[src/rtl/cmp2_share_arbiter.sv]
// cmp2_share_arbiter: one two_bit_comparator shared by NREQ requesters.
// A round-robin pick in StIdle latches the winner's operands, StEval registers the
// compare result and raises done, StDone shows the result for one cycle and rotates
// the pointer past the winner.
//
// Ports:
//   clk_i       system clock, rising edge
//   rst_ni      asynchronous active-low reset
//   req_i       level request per requester, held until its done bit
//   op_a_i      operand A per requester, requester i uses op_a_i[2i+1:2i]
//   op_b_i      operand B per requester, same packing
//   gnt_o       one-hot grant, high in StEval and StDone
//   done_o      one-hot one-cycle completion pulse
//   rsp_gt_o    A > B, valid while done_o != 0
//   rsp_eq_o    A == B, valid while done_o != 0
//   rsp_lt_o    A < B, valid while done_o != 0
//   busy_o      FSM not idle
//   op_count_o  completed operations, wraps silently

module two_bit_comparator (
  input  logic a1,
  input  logic a0,
  input  logic b1,
  input  logic b0,
  output logic f1,
  output logic f2,
  output logic f3
);
  logic hi_eq;

  assign hi_eq = ~(a1 ^ b1);
  assign f1    = (a1 & ~b1) | (hi_eq & a0 & ~b0);
  assign f2    = hi_eq & ~(a0 ^ b0);
  assign f3    = (~a1 & b1) | (hi_eq & ~a0 & b0);
endmodule

module cmp2_share_arbiter #(
  parameter int unsigned NREQ  = 4,
  parameter int unsigned CNT_W = 8
) (
  input  logic               clk_i,
  input  logic               rst_ni,
  input  logic [NREQ-1:0]    req_i,
  input  logic [2*NREQ-1:0]  op_a_i,
  input  logic [2*NREQ-1:0]  op_b_i,
  output logic [NREQ-1:0]    gnt_o,
  output logic [NREQ-1:0]    done_o,
  output logic               rsp_gt_o,
  output logic               rsp_eq_o,
  output logic               rsp_lt_o,
  output logic               busy_o,
  output logic [CNT_W-1:0]   op_count_o
);
  localparam int unsigned PtrW = (NREQ > 1) ? $clog2(NREQ) : 1;

  typedef enum logic [1:0] {StIdle, StEval, StDone} state_e;

  state_e            state_q, state_d;
  logic [PtrW-1:0]   ptr_q, ptr_d;
  logic [PtrW-1:0]   win_q, win_d;
  logic [1:0]        opa_q, opa_d;
  logic [1:0]        opb_q, opb_d;
  logic [NREQ-1:0]   gnt_q, gnt_d;
  logic [NREQ-1:0]   done_q, done_d;
  logic              gt_q, gt_d;
  logic              eq_q, eq_d;
  logic              lt_q, lt_d;
  logic              busy_q, busy_d;
  logic [CNT_W-1:0]  cnt_q, cnt_d;

  logic              cmp_gt, cmp_eq, cmp_lt;
  logic              win_found;
  logic [PtrW-1:0]   win_idx;
  logic [PtrW:0]     cand;
  logic [PtrW-1:0]   ptr_next;

  // Comparator sees only the latched operands, never the live request inputs.
  two_bit_comparator u_cmp (
    .a1 (opa_q[1]),
    .a0 (opa_q[0]),
    .b1 (opb_q[1]),
    .b0 (opb_q[0]),
    .f1 (cmp_gt),
    .f2 (cmp_eq),
    .f3 (cmp_lt)
  );

  // Round-robin scan starting at ptr_q; cand is one bit wider so the mod-NREQ wrap
  // works for non-power-of-two NREQ.
  always_comb begin
    win_found = 1'b0;
    win_idx   = '0;
    cand      = '0;
    for (int i = 0; i < int'(NREQ); i++) begin
      cand = {1'b0, ptr_q} + (PtrW+1)'(i);
      if (cand >= (PtrW+1)'(NREQ)) begin
        cand = cand - (PtrW+1)'(NREQ);
      end
      if (!win_found && req_i[cand[PtrW-1:0]]) begin
        win_found = 1'b1;
        win_idx   = cand[PtrW-1:0];
      end
    end
  end

  assign ptr_next = (win_q == PtrW'(NREQ - 1)) ? '0 : win_q + PtrW'(1);

  always_comb begin
    state_d = state_q;
    ptr_d   = ptr_q;
    win_d   = win_q;
    opa_d   = opa_q;
    opb_d   = opb_q;
    gnt_d   = gnt_q;
    done_d  = done_q;
    gt_d    = gt_q;
    eq_d    = eq_q;
    lt_d    = lt_q;
    busy_d  = busy_q;
    cnt_d   = cnt_q;
    unique case (state_q)
      StIdle: begin
        if (win_found) begin
          win_d   = win_idx;
          opa_d   = op_a_i[{win_idx, 1'b0} +: 2];
          opb_d   = op_b_i[{win_idx, 1'b0} +: 2];
          gnt_d   = NREQ'(1) << win_idx;
          busy_d  = 1'b1;
          state_d = StEval;
        end
      end
      StEval: begin
        gt_d    = cmp_gt;
        eq_d    = cmp_eq;
        lt_d    = cmp_lt;
        done_d  = gnt_q;
        cnt_d   = cnt_q + CNT_W'(1);
        state_d = StDone;
      end
      StDone: begin
        done_d  = '0;
        gt_d    = 1'b0;
        eq_d    = 1'b0;
        lt_d    = 1'b0;
        gnt_d   = '0;
        busy_d  = 1'b0;
        ptr_d   = ptr_next;
        state_d = StIdle;
      end
      default: state_d = StIdle;
    endcase
  end

  always_ff @(posedge clk_i or negedge rst_ni) begin
    if (!rst_ni) begin
      state_q <= StIdle;
      ptr_q   <= '0;
      win_q   <= '0;
      opa_q   <= '0;
      opb_q   <= '0;
      gnt_q   <= '0;
      done_q  <= '0;
      gt_q    <= 1'b0;
      eq_q    <= 1'b0;
      lt_q    <= 1'b0;
      busy_q  <= 1'b0;
      cnt_q   <= '0;
    end else begin
      state_q <= state_d;
      ptr_q   <= ptr_d;
      win_q   <= win_d;
      opa_q   <= opa_d;
      opb_q   <= opb_d;
      gnt_q   <= gnt_d;
      done_q  <= done_d;
      gt_q    <= gt_d;
      eq_q    <= eq_d;
      lt_q    <= lt_d;
      busy_q  <= busy_d;
      cnt_q   <= cnt_d;
    end
  end

  assign gnt_o      = gnt_q;
  assign done_o     = done_q;
  assign rsp_gt_o   = gt_q;
  assign rsp_eq_o   = eq_q;
  assign rsp_lt_o   = lt_q;
  assign busy_o     = busy_q;
  assign op_count_o = cnt_q;
endmodule

[config.mk]
export PLATFORM = sky130hd
export DESIGN_NAME = cmp2_share_arbiter
export DESIGN_NICKNAME = d
export VERILOG_FILES = /design/src/rtl/cmp2_share_arbiter.sv
export SDC_FILE = /design/constraint.sdc
export NUM_CORES = 1
export LEC_CHECK = 0
export CAP_MARGIN = 15
export CORE_ASPECT_RATIO = 0.8
export CORE_MARGIN = 2
export CORE_UTILIZATION = 53
export CTS_BUF_LIST = sky130_fd_sc_hd__clkbuf_4
export CTS_CLUSTER_DIAMETER = 80
export DETAILED_ROUTE_END_ITERATION = 7
export GPL_TIMING_DRIVEN = 1
export MAX_ROUTING_LAYER = met4
export PLACE_DENSITY_LB_ADDON = 0.05
export SLEW_MARGIN = 20
export SYNTH_ARGS = -nofsm -noshare
export SYNTH_HDL_FRONTEND = slang
export SYNTH_SLANG_ARGS = --single-unit
[constraint.sdc]
create_clock -name clk_i -period 2.7 [get_ports clk_i]
set_input_delay 0.405 -clock clk_i [delete_from_list [all_inputs] [get_ports clk_i]]
set_output_delay 0.405 -clock clk_i [all_outputs]
set_load 0.03 [all_outputs]
==> reports/metrics.csv, run 1 <==
metric;value;unit
status;finished, final reports clean;
die_h;52.4;um
yosysWarnings;0;
synth-xor-area-share;0.0451;
finalPower;2.27;mW
path_cells;clkdlybuf4s50_1;
die-area;3380;um2
routed_via_density;5.26;
gp_congestion;0.774;
drive_gt1_frac;0.0650;
io_buffer_count;41;
power_frac_seq;0.358;
p_leak;0.920;nW
period_minus_slack;1870;ps
worstSetupEndpointType;output port;
cts_buffer_depth;2;
synth_compound_area_frac;0.142;
cts_tree;done;
critPathTopFamily;buffers and inverters;
rows;17;
reg2reg_depth;6;
final_util;0.742;
cellPowerDensity;1110;nW/um2
grt_max_degree;31;
coreArea;2770;um2
syn_nets;185;
post-cts-setup-buffers;0;
cp.depth;1;
synth_top_cell_by_area;dfrtp_1;
avgSynthCellArea;10.1;um2
hold_path.class;in -> async;
postSynthCellCount;154;
synth_cell_types;31;
die_w;64.5;um
grt_pass1_vias;1225;
crit_fanout;5;
grt_usage;0.231;
reg2reg_to;gnt_o[0];
nets;231;
clk_pin_slew_worst_paths;90;ps
cts_buffers;5;
rrSetupSlack;970;ps
worst_ep_required_time;2300;ps
synth_top_family_by_area;compound AO/OA/AOI/OAI gates;
cts.sinks;30;
rsz0062_at_grt;false;
yosysTopAreaCellShare;0.483;
worstSetupStartpoint;op_count_o[2];
p_int;1.27;mW
holdBufCountCts;0;
slew_viol_final;0;
cp_num_buf_inv;1;
synth-adder-area-share;0.0725;
tightest_slew;534;ps
num_vias;1252;
slowest_stage;clkdlybuf4s50_1;
critPathKind;reg -> out;
start_kind;flip-flop;
grt_overflow;0;
post_cts_resized;0;
grt_pass1_wl;5620;um
crit_end;op_count_o[2];
clock_latency;330;ps
layout_setup_ws;834;ps
min_period_over_period;0.691;
setup_violations;0;
syn2layout_area_growth;32.2;%
synth_simple_gate_area_frac;0.135;
slew_headroom;0.640;
drt_iter0_markers;59;
synth-async-reset-ratio;1.00;
peakVddDrop;0.000747;V
ctsHtreeMaxLevel;2;
fmax;536;MHz
place_hpwl;2470;um
fillers;215;
pwr-share-clk;0.115;
cpPeakStageDelay;700;ps
wl_per_cell;13.7;um
tns;0;ps
ys_seq_area_frac;0.483;
drt.antenna.violating_nets;0;
yosys_register_bits;30;
skew;12.4;ps
syn-cell-area;1550;um2
cts-root-buf;clkbuf_4;
antenna_found_initial;0;
antennaDiodeCount;0;
synth_edf_count;0;
io-pin-count;42;
final-hold-violation-count;0;
reg2reg_from;state_q[0];
wirelength;3260;um
start_util;0.562;
cap_violations;0;
p_comb_frac;0.527;
worst-endpoint-arrival;1460;ps
synthMuxAreaShare;0.0661;
swShare;0.441;
synth_ff_type;dfrtp_1;
dpl_worst_slack;546;ps
dr.pass1.iters;4;
post-route-drc-count;0;
p_switching;1.00;mW
ys_top_cells_by_area;dfrtp_1, ha_1, mux2i_1, nand2_1, inv_1;
## state kept, by name, indices dropped and copies added, names as in the netlist
| register | count |
|---|---|
| state_q | 2 |
| opb_q | 2 |
| ptr_q | 2 |
| busy_o | 1 |
| rsp_eq_o | 1 |
| rsp_gt_o | 1 |
| opa_q | 2 |
| win_q | 2 |
| done_o | 4 |
| op_count_o | 8 |
| rsp_lt_o | 1 |
| gnt_o | 4 |
## layout make-up
| type | instances | area (um2) | area share |
|---|---|---|---|
| clock buffers | 7 | 52.6 | 0.0256 |
| inverters | 18 | 67.6 | 0.0329 |
| multi-input cells | 103 | 716 | 0.349 |
| flip-flops and latches | 30 | 751 | 0.366 |
| well taps | 38 | 47.5 | 0.0232 |
| repair buffers | 42 | 418 | 0.204 |
## power by group through the flow
stage,combinational (mW),clock [mW],sequential [mW]
2_1_floorplan,0.620,0,0.990
3_3_place_gp,1.16,0,0.805
3_5_place_dp,1.20,0,0.817
4_1_cts,1.21,0.268,0.811
5_1_grt,1.34,0.287,0.840
6_report,1.20,0.261,0.814
## per-stage QoR
| stage | cell area, um2 | hold WS (ps) | cells |
|---|---|---|---|
| floorplan | 1550 | 109 | 154 |
| global placement | 2000 | 456 | 231 |
| detailed placement | 2000 | 462 | 231 |
| CTS | 2050 | 468 | 238 |
| global route | 2050 | 500 | 238 |
| finish | 2050 | 457 | 238 |
## logic make-up (layout without fill, tap and decap cells)
kind of cell	after synthesis	count (layout)
AO/OA/AOI/OAI	33	33
XOR/XNOR	8	8
adder cells (fa/ha/maj)	9	9
buffers and inverters	21	67
flip-flops	30	30
multiplexers	10	10
AND/OR/NAND/NOR	43	43
## cell usage after synthesis, types with 2 or more instances
library cell and n:
mux2_2 2, xnor2_1 5, nor2_1 7, xor2_1 3, a31oi_1 3, clkbuf_1 2, nand2_1 20, a21oi_1 3
mux2i_1 8, nand2b_1 3, dfrtp_1 30, inv_1 18, nand3b_1 4, o221ai_1 6, o22ai_1 3, o21ai_0 12
ha_1 9, nand4_1 3
## worst min path at each step
stage                        startpoint            end  slack [ps]  cells past startpoint
after floorplan                  rst_ni         busy_o         110                      0
after global placement    op_count_o[7]  op_count_o[7]         460                      1
after detailed placement  op_count_o[7]  op_count_o[7]         460                      1
after CTS                        rst_ni       opa_q[0]         470                      2
after global routing             rst_ni       rsp_eq_o         500                      2
final                            rst_ni       gnt_o[0]         460                      2
## layout by cell type, fill, tap and decap left out
master / count
nor2_1: 7
nand4_1: 3
a21o_1: 1
nor2b_1: 1
xor2_1: 3
inv_1: 18
a21oi_2: 1
a32oi_1: 1
mux2i_1: 8
buf_4: 1
ha_1: 9
o22a_2: 1
nand4b_1: 1
clkdlybuf4s50_1: 41
nand2b_1: 3
clkbuf_4: 7
nor3b_1: 1
nand2_1: 20
and3_1: 1
xnor2_1: 5
o21ai_0: 12
o22ai_1: 3
o31ai_1: 1
nand3b_1: 4
o31ai_2: 1
a31oi_1: 3
nor4_1: 1
and2_1: 1
mux2_2: 2
dfrtp_1: 30
o221ai_1: 6
a21oi_1: 3
## routing by layer
metal	GRT usage	wire, um	vias to the layer above
met5	-	0	-
met4	0.0957	60	0
met3	0.0559	184	8
met2	0.347	1500	37
met1	0.304	1510	582
li1	-	-	625
Note: power is estimated with default switching activity, not from simulation.
==> run 2: changes to the inputs <==
--- a/config.mk
+++ b/config.mk
@@ -8,7 +8,7 @@
 export CAP_MARGIN = 15
 export CORE_ASPECT_RATIO = 0.8
 export CORE_MARGIN = 2
-export CORE_UTILIZATION = 53
+export CORE_UTILIZATION = 45
 export CTS_BUF_LIST = sky130_fd_sc_hd__clkbuf_4
 export CTS_CLUSTER_DIAMETER = 80
 export DETAILED_ROUTE_END_ITERATION = 7
==> constraint.sdc (replaced) <==
create_clock -name clk_i -period 1.7 [get_ports clk_i]
set_input_delay 0.255 -clock clk_i [delete_from_list [all_inputs] [get_ports clk_i]]
set_output_delay 0.255 -clock clk_i [all_outputs]
set_load 0.03 [all_outputs]
==> run 2 against run 1 <==
Register-to-register slack worse by 840 ps. Final area up 4.9%. Sequential cell count unchanged. Worst setup slack worse by 790 ps. Global-route usage down 3.7 points.
==> reports/metrics.csv, run 2 (synthesis results as in run 1) <==
metric;value;unit
cp_num_buf_inv;1;
nets;240;
cpPeakStageDelay;680;ps
grt_overflow;0;
die-area;3940;um2
slowest_stage;clkdlybuf4s50_1;
fmax;602;MHz
rsz0062_at_grt;false;
gp_congestion;0.774;
clk_pin_slew_worst_paths;100;ps
grt_pass1_vias;1323;
grt_usage;0.194;
critPathTopFamily;buffers and inverters;
io_buffer_count;41;
die_w;69.7;um
drt.antenna.violating_nets;0;
tns;0;ps
reg2reg_from;ptr_q[1];
setup_violations;0;
slew_viol_final;0;
tightest_slew;485;ps
critPathKind;reg -> out;
grt_pass1_wl;5840;um
num_vias;1328;
cellPowerDensity;1720;nW/um2
worstSetupEndpointType;output port;
rrSetupSlack;130;ps
p_switching;1.63;mW
largest_reg_flops;8;
antenna_found_initial;0;
layout_setup_ws;39.4;ps
start_util;0.460;
ctsHtreeMaxLevel;2;
rows;19;
dr.pass1.iters;4;
multi_input_area;718;um2
post-route-drc-count;0;
pwr-share-clk;0.111;
power_frac_seq;0.346;
cts.sinks;30;
io-pin-count;42;
dpl_worst_slack;-185;ps
reg2reg_depth;6;
grt_max_degree;31;
syn2layout_area_growth;38.7;%
crit_fanout;3;
die_h;56.5;um
slew_headroom;0.677;
fillers;295;
drt_iter0_markers;96;
status;finished, final reports clean;
skew;13.2;ps
wirelength;3440;um
coreArea;3380;um2
worst-endpoint-arrival;1410;ps
hold_path.class;in -> async;
cts_tree;done;
routed_via_density;5.27;
seq_area;751;um2
path_cells;clkdlybuf4s50_1;
final_cell_mix;dfrtp_1, clkdlybuf4s50_1, nand2_1;
cts_buffer_depth;2;
peakVddDrop;0.000960;V
cts-root-buf;clkbuf_4;
min_period_over_period;0.977;
drive_gt1_frac;0.110;
swShare;0.441;
cts_buffers;5;
clock_latency;330;ps
reg2reg_to;opa_q[0];
p_leak;1.07;nW
place_hpwl;2580;um
antennaDiodeCount;0;
p_int;2.07;mW
cap_violations;0;
worst_ep_required_time;1440;ps
p_comb_frac;0.543;
period_minus_slack;1660;ps
wl_per_cell;13.7;um
start_kind;flip-flop;
final-hold-violation-count;0;
holdBufCountCts;0;
final_util;0.638;
[run 2: changes by cell type in the layout (fill, tap and decap cells not counted), moves of 4 or more]
cell             change
clkdlybuf4s50_1     -11
buf_4                +8
dlymetal6s2s_1       +7
dlygate4sd2_1        +4
[run 2: worst max-delay path by stage]
stage	to	start	depth (start not counted)
2_1_floorplan	gnt_o[0]	state_q[0]	6
3_3_place_gp	opa_q[1]	req_i[0]	7
3_5_place_dp	opa_q[0]	req_i[0]	7
4_1_cts	op_count_o[0]	op_count_o[0]	1
5_1_grt	gnt_o[2]	state_q[0]	5
6_report	op_count_o[6]	op_count_o[6]	1
[run 2: power by group through the flow]
stage	clock [mW]	sequential [mW]	combinational, mW
2_1_floorplan	0	1.57	0.985
3_3_place_gp	0	1.27	2.00
3_5_place_dp	0	1.29	2.05
4_1_cts	0.431	1.28	2.03
5_1_grt	0.456	1.32	2.24
6_report	0.411	1.28	2.01
[run 2: area by class of cell]
class | count | share of cell area
Inverter | 18 | 0.0314
Timing Repair Buffer | 51 | 0.237
Tap cell | 42 | 0.0244
Sequential cell | 30 | 0.349
Multi-Input combinational cell | 103 | 0.334
Clock buffer | 6 | 0.0209
Clock inverter | 2 | 0.00407
[run 2: metrics by stage]
stage / hold WS [ps] / area, um2 / power [mW] / cells
global route: 355 / 2150 / 4.01 / 252
CTS: 309 / 2130 / 3.74 / 252
detailed placement: 475 / 2080 / 3.34 / 244
floorplan: -40.6 / 1550 / 2.56 / 154
global placement: 456 / 2080 / 3.27 / 244
finish: 308 / 2150 / 3.70 / 252
[run 2: timing repair]
action                     CTS  global route
setup endpoints to repair    4            12
buffers inserted             0             0
pin swaps                    0             0
gates resized for setup      4             8
[run 2: layer usage]
| metal | routed length [um] | track usage |
|---|---|---|
| met1 | 1590 | 0.249 |
| met4 | 55 | 0.0742 |
| met3 | 193 | 0.0503 |
| met5 | 0 | - |
| met2 | 1600 | 0.299 |
